File: src/rtl/hazard_ctrl_unit_if.sv
// Hazard-control bus between the decode/execute stages (master) and
// hazard_ctrl_unit (slave).
//   ID-side inputs : id_valid, id_rs1/2, id_uses_rs1/2, id_rd, id_reg_write, id_mem_read
//   EX/MEM inputs  : ex_branch_taken, dmem_busy
//   outputs        : forward_rs1/2 (0 NONE, 1 FROM_EX, 2 FROM_MEM), pc_en, if_id_en,
//                    if_id_flush, id_ex_flush, ex_mem_en, state_o
interface hazard_ctrl_unit_if #(
  parameter int REG_ADDR_W = 5
);
  logic                  id_valid;
  logic [REG_ADDR_W-1:0] id_rs1;
  logic [REG_ADDR_W-1:0] id_rs2;
  logic                  id_uses_rs1;
  logic                  id_uses_rs2;
  logic [REG_ADDR_W-1:0] id_rd;
  logic                  id_reg_write;
  logic                  id_mem_read;
  logic                  ex_branch_taken;
  logic                  dmem_busy;
  logic [1:0]            forward_rs1;
  logic [1:0]            forward_rs2;
  logic                  pc_en;
  logic                  if_id_en;
  logic                  if_id_flush;
  logic                  id_ex_flush;
  logic                  ex_mem_en;
  logic [1:0]            state_o;

  modport master (
    output id_valid, id_rs1, id_rs2, id_uses_rs1, id_uses_rs2, id_rd,
           id_reg_write, id_mem_read, ex_branch_taken, dmem_busy,
    input  forward_rs1, forward_rs2, pc_en, if_id_en, if_id_flush,
           id_ex_flush, ex_mem_en, state_o
  );

  modport slave (
    input  id_valid, id_rs1, id_rs2, id_uses_rs1, id_uses_rs2, id_rd,
           id_reg_write, id_mem_read, ex_branch_taken, dmem_busy,
    output forward_rs1, forward_rs2, pc_en, if_id_en, if_id_flush,
           id_ex_flush, ex_mem_en, state_o
  );
endinterface

File: src/rtl/hazard_ctrl_unit.sv
// Pipeline sequencing controller for the 5-stage RV32I core.
// Tracks rd of the instructions in EX/MEM/WB, produces registered operand
// forwarding selects for the instruction entering EX, and drives load-use
// stalls, taken-branch flushes and data-memory wait freezes.
//   clk, reset : core clock, synchronous active-high reset
//   hz         : hazard_ctrl_unit_if slave (ID fields, branch/busy in,
//                forward selects, stage enables/flushes, state_o out)
// forward encoding: 0 FORWARD_NONE, 1 FORWARD_FROM_EX, 2 FORWARD_FROM_MEM
// state_o encoding: 0 RUN, 1 LOAD_STALL, 2 FLUSH, 3 MEM_WAIT
module hazard_ctrl_unit #(
  parameter int REG_ADDR_W         = 5,
  parameter int REGISTER_FILE_SIZE = 32,
  parameter int FLUSH_CYCLES       = 1
) (
  input logic               clk,
  input logic               reset,
  hazard_ctrl_unit_if.slave hz
);

  typedef enum logic [1:0] {
    FORWARD_NONE     = 2'd0,
    FORWARD_FROM_EX  = 2'd1,
    FORWARD_FROM_MEM = 2'd2
  } forward_type;

  typedef enum logic [1:0] {
    RUN        = 2'd0,
    LOAD_STALL = 2'd1,
    FLUSH      = 2'd2,
    MEM_WAIT   = 2'd3
  } state_t;

  typedef logic [REG_ADDR_W-1:0] reg_idx_t;

  typedef struct packed {
    logic     valid;
    reg_idx_t rd;
    logic     reg_write;
    logic     mem_read;
  } stage_rec_t;

  localparam int NREG = 2 ** REG_ADDR_W;

  // Bit i set when index i is a real architectural register.
  function automatic logic [NREG-1:0] rf_mask_f();
    logic [NREG-1:0] m;
    m = '0;
    for (int i = 0; i < NREG; i++) m[i] = (i < REGISTER_FILE_SIZE);
    return m;
  endfunction

  localparam logic [NREG-1:0] RF_MASK    = rf_mask_f();
  localparam logic [1:0]      FLUSH_LOAD = 2'(FLUSH_CYCLES - 1);

  function automatic logic rec_hit(stage_rec_t p, reg_idx_t rs, logic uses);
    return uses && p.valid && p.reg_write && (p.rd != '0) && RF_MASK[p.rd] && (p.rd == rs);
  endfunction

  // Youngest producer wins: EX is checked before MEM.
  function automatic forward_type fwd_sel(stage_rec_t ex, stage_rec_t mem,
                                          reg_idx_t rs, logic uses);
    if (rec_hit(ex, rs, uses))  return FORWARD_FROM_EX;
    if (rec_hit(mem, rs, uses)) return FORWARD_FROM_MEM;
    return FORWARD_NONE;
  endfunction

  state_t      state_q, state_d;
  logic [1:0]  flush_cnt_q, flush_cnt_d;
  stage_rec_t  ex_q, mem_q, wb_q, id_rec;
  forward_type fwd_rs1_q, fwd_rs1_d, fwd_rs2_q, fwd_rs2_d;
  logic        pc_en, if_id_en, if_id_flush, id_ex_flush, ex_mem_en;
  logic        load_use, advance;

  assign load_use = hz.id_valid && ex_q.mem_read &&
                    (rec_hit(ex_q, hz.id_rs1, hz.id_uses_rs1) ||
                     rec_hit(ex_q, hz.id_rs2, hz.id_uses_rs2));

  always_comb begin
    state_d     = state_q;
    flush_cnt_d = flush_cnt_q;
    pc_en       = 1'b1;
    if_id_en    = 1'b1;
    ex_mem_en   = 1'b1;
    if_id_flush = 1'b0;
    id_ex_flush = 1'b0;
    case (state_q)
      RUN: begin
        if (hz.dmem_busy) begin
          state_d = MEM_WAIT;
        end else if (hz.ex_branch_taken) begin
          if_id_flush = 1'b1;
          id_ex_flush = 1'b1;
          flush_cnt_d = FLUSH_LOAD;
          // The entry cycle is the first bubble; FLUSH only covers the rest.
          state_d     = (FLUSH_CYCLES > 1) ? FLUSH : RUN;
        end else if (load_use) begin
          pc_en       = 1'b0;
          if_id_en    = 1'b0;
          id_ex_flush = 1'b1;
          state_d     = LOAD_STALL;
        end
      end
      LOAD_STALL: state_d = hz.dmem_busy ? MEM_WAIT : RUN;
      FLUSH: begin
        if (flush_cnt_q != 2'd0) begin
          if_id_flush = 1'b1;
          id_ex_flush = 1'b1;
          flush_cnt_d = flush_cnt_q - 2'd1;
        end
        if (flush_cnt_q <= 2'd1) state_d = RUN;
      end
      MEM_WAIT: begin
        // Whole front end frozen; a branch seen here is re-presented by EX.
        pc_en     = 1'b0;
        if_id_en  = 1'b0;
        ex_mem_en = 1'b0;
        if (!hz.dmem_busy) state_d = RUN;
      end
      default: state_d = RUN;
    endcase
  end

  assign advance = if_id_en && !id_ex_flush && ex_mem_en;

  always_comb begin
    id_rec = '0;
    if (hz.id_valid && if_id_en && !id_ex_flush)
      id_rec = '{valid: 1'b1, rd: hz.id_rd, reg_write: hz.id_reg_write, mem_read: hz.id_mem_read};
  end

  always_comb begin
    fwd_rs1_d = fwd_rs1_q;
    fwd_rs2_d = fwd_rs2_q;
    if (advance) begin
      fwd_rs1_d = fwd_sel(ex_q, mem_q, hz.id_rs1, hz.id_uses_rs1);
      fwd_rs2_d = fwd_sel(ex_q, mem_q, hz.id_rs2, hz.id_uses_rs2);
    end else if (ex_mem_en && id_ex_flush) begin
      fwd_rs1_d = FORWARD_NONE;
      fwd_rs2_d = FORWARD_NONE;
    end
  end

  always_ff @(posedge clk) begin
    if (reset) begin
      state_q     <= RUN;
      flush_cnt_q <= 2'd0;
      ex_q        <= '0;
      mem_q       <= '0;
      wb_q        <= '0;
      fwd_rs1_q   <= FORWARD_NONE;
      fwd_rs2_q   <= FORWARD_NONE;
    end else begin
      state_q     <= state_d;
      flush_cnt_q <= flush_cnt_d;
      fwd_rs1_q   <= fwd_rs1_d;
      fwd_rs2_q   <= fwd_rs2_d;
      if (ex_mem_en) begin
        wb_q  <= mem_q;
        mem_q <= ex_q;
        ex_q  <= id_rec;
      end
    end
  end

  // Bubbles are loaded as all-zero records, so an invalid record never
  // carries stale rd/reg_write that could alias a later match.
  a_bubble_clean: assert property (@(posedge clk) disable iff (reset)
    (ex_q.valid || ex_q == '0) && (mem_q.valid || mem_q == '0) && (wb_q.valid || wb_q == '0));

  assign hz.forward_rs1 = fwd_rs1_q;
  assign hz.forward_rs2 = fwd_rs2_q;
  assign hz.pc_en       = pc_en;
  assign hz.if_id_en    = if_id_en;
  assign hz.if_id_flush = if_id_flush;
  assign hz.id_ex_flush = id_ex_flush;
  assign hz.ex_mem_en   = ex_mem_en;
  assign hz.state_o     = state_q;

endmodule

File: src/flat_wrapper.sv
// flat-port wrapper written by rule: the top's interface ports become plain ports
module hazard_ctrl_unit_flat 
#(
  parameter int REG_ADDR_W         = 5,
  parameter int REGISTER_FILE_SIZE = 32,
  parameter int FLUSH_CYCLES       = 1
)
  (clk, reset, hz_id_valid, hz_id_rs1, hz_id_rs2, hz_id_uses_rs1, hz_id_uses_rs2, hz_id_rd, hz_id_reg_write, hz_id_mem_read, hz_ex_branch_taken, hz_dmem_busy, hz_forward_rs1, hz_forward_rs2, hz_pc_en, hz_if_id_en, hz_if_id_flush, hz_id_ex_flush, hz_ex_mem_en, hz_state_o);
  hazard_ctrl_unit_if #(.REG_ADDR_W(REG_ADDR_W)) hz_i ();
  input logic clk;
  input logic reset;
  input wire logic [$bits(hz_i.id_valid)-1:0] hz_id_valid;
  input wire logic [$bits(hz_i.id_rs1)-1:0] hz_id_rs1;
  input wire logic [$bits(hz_i.id_rs2)-1:0] hz_id_rs2;
  input wire logic [$bits(hz_i.id_uses_rs1)-1:0] hz_id_uses_rs1;
  input wire logic [$bits(hz_i.id_uses_rs2)-1:0] hz_id_uses_rs2;
  input wire logic [$bits(hz_i.id_rd)-1:0] hz_id_rd;
  input wire logic [$bits(hz_i.id_reg_write)-1:0] hz_id_reg_write;
  input wire logic [$bits(hz_i.id_mem_read)-1:0] hz_id_mem_read;
  input wire logic [$bits(hz_i.ex_branch_taken)-1:0] hz_ex_branch_taken;
  input wire logic [$bits(hz_i.dmem_busy)-1:0] hz_dmem_busy;
  output wire logic [$bits(hz_i.forward_rs1)-1:0] hz_forward_rs1;
  output wire logic [$bits(hz_i.forward_rs2)-1:0] hz_forward_rs2;
  output wire logic [$bits(hz_i.pc_en)-1:0] hz_pc_en;
  output wire logic [$bits(hz_i.if_id_en)-1:0] hz_if_id_en;
  output wire logic [$bits(hz_i.if_id_flush)-1:0] hz_if_id_flush;
  output wire logic [$bits(hz_i.id_ex_flush)-1:0] hz_id_ex_flush;
  output wire logic [$bits(hz_i.ex_mem_en)-1:0] hz_ex_mem_en;
  output wire logic [$bits(hz_i.state_o)-1:0] hz_state_o;
  assign hz_i.id_valid = hz_id_valid;
  assign hz_i.id_rs1 = hz_id_rs1;
  assign hz_i.id_rs2 = hz_id_rs2;
  assign hz_i.id_uses_rs1 = hz_id_uses_rs1;
  assign hz_i.id_uses_rs2 = hz_id_uses_rs2;
  assign hz_i.id_rd = hz_id_rd;
  assign hz_i.id_reg_write = hz_id_reg_write;
  assign hz_i.id_mem_read = hz_id_mem_read;
  assign hz_i.ex_branch_taken = hz_ex_branch_taken;
  assign hz_i.dmem_busy = hz_dmem_busy;
  assign hz_forward_rs1 = hz_i.forward_rs1;
  assign hz_forward_rs2 = hz_i.forward_rs2;
  assign hz_pc_en = hz_i.pc_en;
  assign hz_if_id_en = hz_i.if_id_en;
  assign hz_if_id_flush = hz_i.if_id_flush;
  assign hz_id_ex_flush = hz_i.id_ex_flush;
  assign hz_ex_mem_en = hz_i.ex_mem_en;
  assign hz_state_o = hz_i.state_o;
  hazard_ctrl_unit #(.REG_ADDR_W(REG_ADDR_W), .REGISTER_FILE_SIZE(REGISTER_FILE_SIZE), .FLUSH_CYCLES(FLUSH_CYCLES)) u_core (.clk(clk), .reset(reset), .hz(hz_i));
endmodule
File: config.mk
export PLATFORM = sky130hd
export DESIGN_NAME = hazard_ctrl_unit_flat
export DESIGN_NICKNAME = d
export VERILOG_FILES = /design/src/rtl/hazard_ctrl_unit_if.sv /design/src/rtl/hazard_ctrl_unit.sv /design/src/flat_wrapper.sv
export SDC_FILE = /design/constraint.sdc
export NUM_CORES = 1
export LEC_CHECK = 0
export ABC_AREA = 1
export CAP_MARGIN = 25
export CORE_ASPECT_RATIO = 2
export CORE_MARGIN = 5
export CORE_UTILIZATION = 40
export DETAILED_ROUTE_END_ITERATION = 10
export GPL_TIMING_DRIVEN = 0
export PLACE_DENSITY = 0.77
export SLEW_MARGIN = 5
export SYNTH_ARGS = -nofsm -noshare
export SYNTH_HDL_FRONTEND = slang
export SYNTH_SLANG_ARGS = --single-unit
File: constraint.sdc
create_clock -name clk -period 1.32 [get_ports clk]
set_input_delay 0.132 -clock clk [delete_from_list [all_inputs] [get_ports clk]]
set_output_delay 0.132 -clock clk [all_outputs]
set_load 0.03 [all_outputs]
-- Word-level counts from Yosys, hierarchy flattened
Memories as Yosys holds them, arrays and structs flattened. A register that Yosys moved wholly into a read port is not among the register bits.
Index checks and enable logic that the tools add are counted.
- reduce and logical (&&, ||, !) cells: 37
- equal/unequal tests: 13
- $lt $le $gt $ge: 3
- $add $sub $neg: 1
- multiplexer cells: 52
- operators by type and width (cell ; count):
    $mux W2 ; 20
    $logic_and A1 B1 Y1 ; 27
    $mux W1 ; 22
    $eq A5 B5 Y1 ; 4
    $mux W5 ; 4
    $lt A5 B6 Y1 const B ; 2
    $reduce_bool A5 Y1 ; 2
    $mux W8 ; 1
    $pmux W2 S4 ; 1
    $ne A2 B2 Y1 const B ; 3
    $pmux W1 S2 ; 3
    $reduce_bool A2 Y1 ; 3
    $eq A2 B2 Y1 const B ; 2
    $ne A2 B1 Y1 const B ; 2
    $ne A4 B3 Y1 const B ; 1
    $pmux W2 S2 ; 1
    $reduce_and A4 Y1 ; 1
    $reduce_and A3 Y1 ; 1
    $eq A2 B1 Y1 const B ; 1
    $le A2 B1 Y1 const B ; 1
    $logic_not A2 Y1 ; 1
    $sub A2 B1 Y2 const B ; 1
    $logic_not A1 Y1 ; 1
    $logic_or A1 B1 Y1 ; 1
- bits in read-only memories: 64
- register bits: 23
- output and inout port bits: 11
- bits of input ports: 24
- memories kept: 2
- logic and storage cells: 119
- memories (memory ; depth ; bits a word ; read ports ; clocked after memory_dff ; write ports ; RTL line ; text):
    (no name shown) ; 32 ; 1 ; 1 ; 1 ; 0 ; hazard_ctrl_unit.sv:56 ; return uses && p.valid && p.reg_write && (p.rd != '0) && RF_MASK[p.rd] && (p.rd == rs);
    (no name shown) ; 32 ; 1 ; 1 ; 1 ; 0 ; hazard_ctrl_unit.sv:56 ;

-- Longest topological paths before layout
- depth in word-level cells: 20
- mapped depth: 12
- gate-level depth less buffers: 12

-- Worst setup path after synthesis
OpenSTA, ideal clock, no wires.
- kind: reg-to-output
- from: register u_core.state_q[1], in the netlist u_core.hz.state_o[1]
- to: output port hz_pc_en
- slack: -0.473 ns
- arrival: 1.661 ns
- required time: 1.188 ns
- cell stages (with the launch flop): 7
- cell sequence: dfxtp_1 nand2_1 buf_2 buf_2 o21ai_0 inv_1 buf_4
- word-level cells in the longest chain between the ends: 2
- elaborated cells between the ends (all ways): 3
- ends and longest elaborated chain (element ; RTL line ; text):
    from (decl) ; hazard_ctrl_unit.sv:67 ; state_t state_q, state_d;
    from (signal assigned) ; hazard_ctrl_unit.sv:153 ; state_q <= state_d;
    $eq A2 B2 Y1 / $logic_not A2 Y1 (equally long branches) ; n/a ;
    $pmux W1 S2 * ; n/a ;
    to (decl) ; flat_wrapper.sv:24 ; output wire logic [$bits(hz_i.pc_en)-1:0] hz_pc_en;
Every way passes the cells marked *; elsewhere a longest branch is shown, timed or not.

-- Worst setup path in the final report
- from: input port hz_id_rs2[1]
- to: output port hz_pc_en
- word-level cells in the longest chain between the ends: 8
- ends and longest elaborated chain (element ; RTL line ; text):
    from (decl) ; flat_wrapper.sv:14 ; input wire logic [$bits(hz_i.id_rs2)-1:0] hz_id_rs2;
    $eq A5 B5 Y1 ; hazard_ctrl_unit.sv:56 ;
    $logic_and A1 B1 Y1 ; hazard_ctrl_unit.sv:56 ;
    $logic_or A1 B1 Y1 ; hazard_ctrl_unit.sv:75 ; (rec_hit(ex_q, hz.id_rs1, hz.id_uses_rs1) ||
    $logic_and A1 B1 Y1 ; hazard_ctrl_unit.sv:74 ; assign load_use = hz.id_valid && ex_q.mem_read &&
    $mux W1 ; hazard_ctrl_unit.sv:96 ; end else if (load_use) begin
    $mux W1 ; hazard_ctrl_unit.sv:90 ; end else if (hz.ex_branch_taken) begin
    $mux W1 ; hazard_ctrl_unit.sv:88 ; if (hz.dmem_busy) begin
    $pmux W1 S2 ; hazard_ctrl_unit.sv:86 ; case (state_q)
Every way passes these cells.

==> impl_metrics.tcl <==
set metrics [dict create \
    rsz0062_at_grt "yes" \
    combPwrFrac_pct 27.2 \
    synth_cells 207 \
    path_max_fanout 3 \
    slew-limit-headroom_pct 64.3 \
    crit_path_cell_trace "clkdlybuf4s50_1 > xnor2_2 > nand2_1 > nor2_1 > nand2_1 > nand2_2 > nand3_4 > o21ai_2 > inv_2 > buf_6 > buf_6" \
    cp-end-kind "output pin" \
    p_sw_share_pct 30.5 \
    wire_per_inst_um 13.0 \
    p_leak_nw 0.964 \
    grt_pass1_vias 1462 \
    hold_path_startpoint "reset" \
    synth.top_cell.area_share_pct 33.3 \
    timing.final.ws_setup_ns -0.466 \
    dieArea_um2 4800 \
    layout_commonest_cell "nor2_1" \
    maxSlewViolCount 0 \
    place_hpwl_mm 2.73 \
    htreeDepth 1 \
    violations "negative setup slack" \
    crit_required_ns 1.19 \
    holdPathStages 2 \
    worst_hold_slack_ns 0.223 \
    slowest_stage "clkdlybuf4s50_1" \
    dr.pass1.iters 4 \
    pwr-share-seq_pct 46.3 \
    drt-total-wl_mm 3.81 \
    cts_tree "done" \
    arrival_ns 1.65 \
    grt_pass1_wl_mm 6.18 \
    cts_hold_buf 0 \
    insertion_delay_ns 0.27 \
    die_h_um 93.1 \
    worst_path_largest_cell_delay_ns 0.55 \
    multi_input_area_um2 846 \
    syn_area_um2 1380 \
    grt_max_degree 14 \
    p_total_w 0.00166 \
    synth_nets 233 \
    antenna_found_initial 0 \
    area_growth_pct 50.0 \
    num_io_pins 35 \
    final.period_utilization_pct 135 \
    final_cell_mix "nor2_1, inv_1, nand2_1" \
    final_net_count 287 \
    reg2regPathDepth 12 \
    p_per_area_nw_per_um2 802 \
    fmax_mhz 560 \
    hold_violations 0 \
    ys_ff_latch 23 \
    ys_types 27 \
    coreArea_um2 3380 \
    portBuffers 33 \
    antenna-diode-count 0 \
    synth-seq-area-share_pct 33.3 \
    numCtsBuffers 3 \
    fillers 298 \
    gp_congestion 0.853 \
    maxCapViolations 0 \
    cts.sinks 23 \
    r2r-start "u_core.ex_q[3]" \
    startpoint_type "primary input" \
    ir_drop_mv 0.850 \
    grt_usage_pct 16.9 \
    cts.path.max_buffers 2 \
    r2r_end "u_core.ex_q[2]" \
    root_buffer "clkbuf_8" \
    rrSetupSlack_ns -0.43 \
    min_path_type "primary input to flip-flop" \
    power.net_switching_w 0.000507 \
    p_clk_share_pct 26.5 \
    initial_utilization_pct 40.9 \
    yosys-top-cells-area "dfxtp_1, nor2_1, inv_1" \
    min_period_ns 1.79 \
    clock_skew_ns 0.00516 \
    ant_nets 0 \
    whs_endpoint "u_core.ex_q[7]" \
    dp_cells 272 \
    grt_overflow 0 \
    yosysWarnings 0 \
    worst_pin_slew_ns 0.536 \
    drcViolationCount 0 \
    critPathKind "primary input to output pin" \
    num_rows 30 \
    outcome "finished with violations" \
    finalSetupViolations 17 \
    fin_cells 292 \
    drtIter0Drc 38 \
    avgSynthCellArea_um2 6.68 \
    viasPerCell 5.04 \
    route.vias.total 1471 \
    drive_gt1_share_pct 28.5 \
    seq_area_um2 483 \
    clk_pin_slew_ns 0.08 \
    die_w_um 51.6 \
    internal_power_w 0.00116 \
    synth.largest_area_cell "dfxtp_1" \
]
==> flip-flops by register name, summed over array words and instances (netlist names) <==
signal	cells
u_core.mem_q	7
u_core.hz.forward_rs1	2
u_core.hz.forward_rs2	2
u_core.ex_q	8
u_core.hz.state_o	2
u_core.flush_cnt_q	2
==> layer usage <==
layer / GRT usage (%) / wire [um] / share of wire (%)
met5: 0 / 0 / 0
met4: 7.88 / 106 / 2.8
met3: 2.07 / 130 / 3.4
met2: 33.4 / 2220 / 58
met1: 16.2 / 1350 / 36
==> power by group through the flow <==
stage / sequential (W) / clock (W) / combinational [W]
2_1_floorplan: 0.000786 / 0 / 0.000223
3_3_place_gp: 0.000782 / 0 / 0.000379
3_5_place_dp: 0.000784 / 0 / 0.000383
4_1_cts: 0.000766 / 0.000448 / 0.000409
5_1_grt: 0.000776 / 0.000476 / 0.000500
6_report: 0.000770 / 0.000441 / 0.000453
==> stage by stage <==
step	utilization [%]	setup TNS [ns]	worst slack (ns)	instance area [um^2]
final	61.4	-5.44	-0.466	2070
after global routing	61.4	-7.91	-0.609	2070
after CTS	58.2	-5.28	-0.447	1970
after detailed placement	52.7	-9.47	-1.01	1780
after global placement	52.7	-9.28	-1.01	1780
after floorplan	-	-0.104	-0.0752	1410
==> worst max-delay path: cells and delay by family <==
family	cells	cell delay, ns
buf+inv	4	0.83
xor+xnor	1	0.13
compound gates	1	0.13
simple gates	5	0.43
==> synthesized netlist by cell type (all sizes together) <==
master / instances
o21ai: 9
o22ai: 1
nand2: 31
buf: 4
xnor2: 9
xor2: 6
nand4: 6
inv: 35
a21oi: 14
a211oi: 2
clkbuf: 3
o31ai: 1
nor2: 47
dfxtp: 23
nor3: 6
nand3: 6
ha: 2
nor4: 2
==> layout make-up <==
type                       count  area share (%)
buffer                         7            3.14
clock buffer                   3            1.99
clock inverter                 1           0.241
inverter                      35            6.57
multi-input combinational    142            40.8
sequential                    23            23.3
tap                           32            1.93
timing repair buffer          49            22.1
==> what timing repair did <==
action | in CTS | in global routing
setup endpoints to repair | 30 | 26
setup buffers | 40 | 7
pin swaps | 12 | 16
gates resized for setup | 66 | 33
==> how the worst max path moves through the flow <==
stage,startpoint,to,slack [ns],cells past startpoint
2_1_floorplan,u_core.ex_q[5],hz_pc_en,-0.08,9
3_3_place_gp,hz_id_rs2[3],hz_pc_en,-1.01,11
3_5_place_dp,hz_id_rs1[3],hz_pc_en,-1.01,11
4_1_cts,u_core.ex_q[3],hz_pc_en,-0.45,10
5_1_grt,u_core.ex_q[4],hz_pc_en,-0.61,12
6_report,hz_id_rs2[1],hz_pc_en,-0.47,11
==> logic make-up after synthesis <==
group                    count (synthesis)  share of synthesized area [%]
AND/OR/NAND/NOR                         98                           32.1
buffers and inverters                   42                           12.6
flip-flops                              23                           33.3
AO/OA/AOI/OAI                           27                           10.7
adder cells (fa/ha/maj)                  2                           1.81
XOR/XNOR                                15                           9.50
Note: power is estimated with default switching activity, not from simulation.
==> edit 1: new RTL, same flow settings <==
`REG_ADDR_W` is set to 5 in 3 places; all go to 4.
--- a/src/rtl/hazard_ctrl_unit_if.sv
+++ b/src/rtl/hazard_ctrl_unit_if.sv
@@ -5,7 +5,7 @@
 //   outputs        : forward_rs1/2 (0 NONE, 1 FROM_EX, 2 FROM_MEM), pc_en, if_id_en,
 //                    if_id_flush, id_ex_flush, ex_mem_en, state_o
 interface hazard_ctrl_unit_if #(
-  parameter int REG_ADDR_W = 5
+  parameter int REG_ADDR_W = 4
 );
   logic                  id_valid;
   logic [REG_ADDR_W-1:0] id_rs1;
--- a/src/rtl/hazard_ctrl_unit.sv
+++ b/src/rtl/hazard_ctrl_unit.sv
@@ -8,7 +8,7 @@
 // forward encoding: 0 FORWARD_NONE, 1 FORWARD_FROM_EX, 2 FORWARD_FROM_MEM
 // state_o encoding: 0 RUN, 1 LOAD_STALL, 2 FLUSH, 3 MEM_WAIT
 module hazard_ctrl_unit #(
-  parameter int REG_ADDR_W         = 5,
+  parameter int REG_ADDR_W         = 4,
   parameter int REGISTER_FILE_SIZE = 32,
   parameter int FLUSH_CYCLES       = 1
 ) (
--- a/src/flat_wrapper.sv
+++ b/src/flat_wrapper.sv
@@ -1,7 +1,7 @@
 // flat-port wrapper written by rule: the top's interface ports become plain ports
 module hazard_ctrl_unit_flat 
 #(
-  parameter int REG_ADDR_W         = 5,
+  parameter int REG_ADDR_W         = 4,
   parameter int REGISTER_FILE_SIZE = 32,
   parameter int FLUSH_CYCLES       = 1
 )
Ports: changed (resized hz_id_rd, hz_id_rs1 and hz_id_rs2); port bits go from 35 to 32. No check against the original RTL was run, so the function may have changed too.
==> edit 1 against the original RTL <==
The flow still finishes with violations (negative setup slack). Setup slack worse by 0.018 ns. Register-to-register slack better by 0.10 ns. Final area is 3.0% lower. Routed wire length is 9.6% higher. Clock power is 2% lower. Sequential share of layout area is 1.3 points lower. Combinational power is 4% higher. Sequential cell count is 2 lower. Area after synthesis is 9.2% lower. Total power is 3.7% lower. Largest cell class unchanged. Largest power group unchanged.
==> edit 1: results (changes against the original RTL) <==
run status -> finished with violations (unchanged)
violated checks -> negative setup slack (unchanged)
DR WL met2 -> 2.44 mm (was 2.22 mm)
RD Place Congestion -> 0.872 (was 0.853)
Wirelength per Cell -> 14.8 µm (was 13.0 µm)
routed wl met3 -> 133 µm (was 130 µm)
fraction of layout cells with a size suffix above 1 -> 0.353 (was 0.285)
top cells by area, synth -> dfxtp_1 33%, nor2_1 13%, nand2_1 9.9%, inv_1 9.0%, xnor2_1 5.6% (was dfxtp_1 33%, nor2_1 13%, inv_1 8.7%, nand2_1 8.1%, xnor2_1 5.7%)
Detailed Place HPWL -> 2.46 mm (was 2.73 mm)
M1 wire length -> 1.47 mm (was 1.35 mm)
register area share after synthesis -> 0.335 (was 0.333)
DR iter-0 viols -> 60 (was 38)
biggest registers after layout -> u_core.ex_q x7, u_core.mem_q x6 (was u_core.ex_q x8, u_core.mem_q x7)
Vias/cell -> 5.20 (was 5.04)
Total Wirelength -> 4.17 mm (was 3.81 mm)
grt met2 use -> 0.346 (was 0.334)
Post-synth top cells -> 43 x nor2_1, 33 x nand2_1, 30 x inv_1 (was 47 x nor2_1, 32 x inv_1, 30 x nand2_1)
Crit path largest cell delay -> 0.38 ns (was 0.55 ns)
met1 usage -> 0.160 (was 0.162)
mux share of post-synthesis cell area -> 0 (unchanged)
library cells used by synthesis -> 24 (was 27)
Area after DPL -> 0.00163 mm² (was 0.00178 mm²)
cells after synthesis -> 191 (was 207)
xor-xnor portion of the synthesized cell area -> 0.0698 (was 0.0950)
Layout Nets -> 276 (was 287)
crit-path leading delay family -> simple AND/OR/NAND/NOR gates (was buffers and inverters)
clock slew at reported path FFs -> 0.08 ns (about the same)
vias in the first global route -> 1454 (was 1462)
Compound-Gate Fraction of Synth Area -> 0.105 (was 0.107)
filler cell count -> 236 (was 298)
pin count of the biggest net entering global routing -> 12 (was 14)
global-route usage over all layers -> 0.178 (was 0.169)
TNS Setup -> -5.21 ns (was -5.44 ns)
Final WS setup -> -0.484 ns (was -0.466 ns)
Worst Path Arrival -> 1.67 ns (was 1.65 ns)
area of the multi-input gates -> 786 µm² (was 846 µm²)
Async SR Flop Fraction -> 0 (unchanged)
switching part of the total -> 0.314 (was 0.305)
GR Layer Usage met3 -> 0.0267 (was 0.0207)
I/O Buffers -> 31 (was 33)
adder and majority gate portion of the synthesized area -> 0.0199 (was 0.0181)
Critical-path top delay cell -> dfxtp_4 (was clkdlybuf4s50_1)
Pleak -> 0.934 nW (was 0.964 nW)
first-pass GRT wire length -> 6.15 mm (was 6.18 mm)
syn nets -> 214 (was 233)
CP Max Fanout -> 4 (was 3)
clk_skew -> 0.00688 ns (was 0.00516 ns)
VDD IR max -> 0.000627 V (was 0.000850 V)
dpl cells -> 252 (was 272)
Max-Slew Margin vs Limit -> 0.619 (was 0.643)
root buf cell -> clkbuf_8 (unchanged)
setup violators final -> 19 (was 17)
-- edit 1: changes by cell type after synthesis, sizes merged, moves of 3 or more --
cell,change
nand2,+4
nand4,+3
nor2,-4
xor2,-4
-- edit 1: cell families (layout without fill, tap and decap cells) --
logic type | Yosys count | in the layout
adder cells (fa/ha/maj) | 2 | 2
AO/OA/AOI/OAI | 23 | 23
buffers and inverters | 38 | 99
AND/OR/NAND/NOR | 97 | 97
flip-flops | 21 | 21
XOR/XNOR | 10 | 10
-- edit 1: layout make-up --
class,count,area share
sequential,21,0.219
inverter,33,0.0671
multi-input combinational,132,0.390
clock buffer,4,0.0224
timing repair buffer,57,0.263
tap,30,0.0186
buffer,5,0.0193
-- edit 1: power by group through the flow --
stage	clock network, mW	logic [mW]	registers (mW)
finish	0.430	0.470	0.703
global route	0.451	0.509	0.706
CTS	0.435	0.409	0.701
detailed placement	0	0.353	0.715
global placement	0	0.349	0.715
floorplan	0	0.205	0.718
-- edit 1: stage by stage --
stage / hold slack (ns) / setup WS [ns]
2_1_floorplan: 0.201 / -0.0911
3_3_place_gp: 0.459 / -1.01
3_5_place_dp: 0.465 / -1.02
4_1_cts: 0.435 / -0.420
5_1_grt: 0.432 / -0.563
6_report: 0.387 / -0.484
-- edit 1: final timing paths --
path / cells after the start / start / to / slack [ns]
min: 6 / hz_id_rs1[0] / u_core.hz.forward_rs1[1] / 0.39
min reg2reg: 2 / u_core.hz.forward_rs1[0] / u_core.hz.forward_rs1[0] / 0.47
max reg2reg: 10 / u_core.ex_q[2] / u_core.ex_q[6] / -0.33
max: 9 / u_core.ex_q[2] / hz_pc_en / -0.48
-- edit 1: repair_timing --
item | 4_1_cts | 5_1_grt
resized for setup | 70 | 32
setup endpoints to repair | 26 | 25
pin swaps | 12 | 10
buffers inserted | 21 | 7
==> edit 2: new RTL, config.mk and constraints unchanged <==
Without the edit above. Reset style: asynchronous (`reset`), changed in one clocked block. Comments in the files are not updated.
--- a/src/rtl/hazard_ctrl_unit.sv
+++ b/src/rtl/hazard_ctrl_unit.sv
@@ -140,7 +140,7 @@
     end
   end
 
-  always_ff @(posedge clk) begin
+  always_ff @(posedge clk or posedge reset) begin
     if (reset) begin
       state_q     <= RUN;
       flush_cnt_q <= 2'd0;
Check against the original RTL: differs if reset is asserted again (counterexample within 4 cycles, from zero or initial values and one cycle with reset high); with reset held inactive, the same outputs for 10 cycles.
==> edit 2 against the original RTL <==
Area after synthesis increased by 5.8%. Fmax decreased by 7.7%. Critical path type is now register to primary output. Critical endpoint unchanged. Sequential cell count unchanged. Setup slack got worse by 0.15 ns. Non-clock buffer count decreased by 9. The run still ends with negative setup slack left. Final area increased by 2.8%. Routed wire length decreased by 4.9%. Largest cell class unchanged. Highest routed layer unchanged.
Power is not compared: it rests on default switching activity, and its combinational part moved more than twofold at a synthesized area within 25%.
==> edit 2: results (changes against the original RTL) <==
total CTS buffers -> 3 (unchanged)
clk_skew -> 0.00295 ns (was 0.00516 ns)
Wirelength per Cell -> 12.8 µm (was 13.0 µm)
Int Pwr -> 2.04 mW
pre-CTS setup slack -> -1.05 ns (was -1.01 ns)
Max-Slew Margin vs Limit -> 0.413 (was 0.643)
via count -> 1362 (was 1471)
fraction of layout cells with a size suffix above 1 -> 0.291 (was 0.285)
Clk Latency, worst-skew pair -> 0.26 ns
I/O Buffers -> 34 (was 33)
syn nets -> 212 (was 233)
run status -> finished with violations (unchanged)
Detailed Place HPWL -> 2.69 mm (was 2.73 mm)
DR iter-0 viols -> 27 (was 38)
VDD IR max -> 0.00136 V
Final WS setup -> -0.615 ns (was -0.466 ns)
RD Place Congestion -> 0.788 (was 0.853)
CP Max Fanout -> 4 (was 3)
global-route usage over all layers -> 0.154 (was 0.169)
top cells by area, synth -> dfrtp_1 39%, nand2_1 9.0%, inv_1 8.7%, xnor2_1 7.8%, nor2_1 6.4% (was dfxtp_1 33%, nor2_1 13%, inv_1 8.7%, nand2_1 8.1%, xnor2_1 5.7%)
clk buf depth -> 2 (unchanged)
setup violators final -> 18 (was 17)
register area share after synthesis -> 0.393 (was 0.333)
first drt pass iteration count -> 4 (unchanged)
Layout Nets -> 261 (was 287)
first-pass GRT wire length -> 5.78 mm (was 6.18 mm)
filler cell count -> 336 (was 298)
Async SR Flop Fraction -> 1.00 (was 0)
Post-synth top cells -> 35 x nand2_1, 34 x inv_1, 25 x nor2_1 (was 47 x nor2_1, 32 x inv_1, 30 x nand2_1)
ant diodes -> 0 (unchanged)
violated checks -> negative setup slack (unchanged)
library cells used by synthesis -> 28 (was 27)
Area after DPL -> 0.00190 mm² (was 0.00178 mm²)
pin count of the biggest net entering global routing -> 24 (was 14)
R2R depth -> 11 (was 12)
initial antenna violation count -> 0 (unchanged)
Hold Path Class -> input pin to asynchronous set/reset pin (was input pin to register)
Worst Path Arrival -> 1.80 ns (was 1.65 ns)
## edit 2: changes by cell type after synthesis, moves of 5 or more
| cell | unedited run | this run |
|---|---|---|
| dfrtp_1 | 0 | 23 |
| dfxtp_1 | 23 | 0 |
| nor2_1 | 47 | 25 |
| a21oi_1 | 13 | 1 |
| o21bai_2 | 0 | 7 |
| nand2_1 | 30 | 35 |
## edit 2: cells by family (layout without fill, tap and decap cells)
kind of cell    Yosys count  in the layout  synth area share
buf+inv                  39             87             0.103
flops                    23             23             0.393
simple gates             77             77             0.241
fa+ha+maj                 2              2            0.0171
compound gates           28             28             0.144
xor+xnor                 17             17             0.102
## edit 2: worst paths after layout
kind	start	to	slack, ns
max	u_core.ex_q[6]	hz_pc_en	-0.61
min in group clk	hz_id_rd[2]	u_core.ex_q[4]	0.42
max in group asynchronous	reset	u_core.hz.state_o[0]	0.37
min	reset	u_core.mem_q[5]	0.35
min reg2reg	u_core.hz.forward_rs2[1]	u_core.hz.forward_rs2[1]	0.49
max reg2reg	u_core.ex_q[2]	u_core.ex_q[3]	-0.45
## edit 2: repair_timing
action / in CTS / in global routing
gates resized for setup: 50 / 21
buffers inserted: 7 / 3
pin swaps: 11 / 9
endpoints found under the setup margin: 26 / 20
endpoints found under the hold margin: 0 / 0
## edit 2: power groups by stage
stage / clock network (mW) / registers [mW] / logic [mW]
final: 0.439 / 1.21 / 2.03
after global routing: 0.478 / 1.25 / 2.24
after CTS: 0.450 / 1.20 / 1.87
after detailed placement: 0 / 1.18 / 1.76
after global placement: 0 / 1.16 / 1.74
after floorplan: 0 / 1.19 / 1.21
## edit 2: through the flow
stage                     setup TNS [ns]  total power [mW]  cells
after global routing               -9.16              3.97    283
after CTS                          -6.21              3.52    280
after detailed placement           -8.97              2.94    269
after global placement             -8.46              2.90    269
after floorplan                    -2.44              2.40    186
final                              -7.00              3.68    283
## edit 2: final cells by class
type,instances,share of cell area
Clock inverter,1,0.00235
Sequential cell,23,0.273
Timing Repair Buffer,44,0.196
Tap cell,49,0.0288
Multi-Input combinational cell,124,0.400
Clock buffer,3,0.0194
Inverter,36,0.0657
Buffer,3,0.0141
## edit 2: per-layer routing
| metal | share of wire | track usage |
|---|---|---|
| met1 | 0.35 | 0.158 |
| met2 | 0.57 | 0.286 |
| met3 | 0.033 | 0.00939 |
| met4 | 0.048 | 0.0981 |
| met5 | 0 | 0 |
## edit 2: critical path, cell delays in order (launching register included)
cell     delay, ns
dfrtp_2       0.45
inv_2         0.08
nand2_1       0.05
nand2_1       0.08
nand2_1       0.07
nor2_1        0.15
nand2_2       0.10
nand2_4       0.08
nand3_4       0.06
o21ai_2       0.14
inv_2         0.05
buf_6         0.11
buf_6         0.12
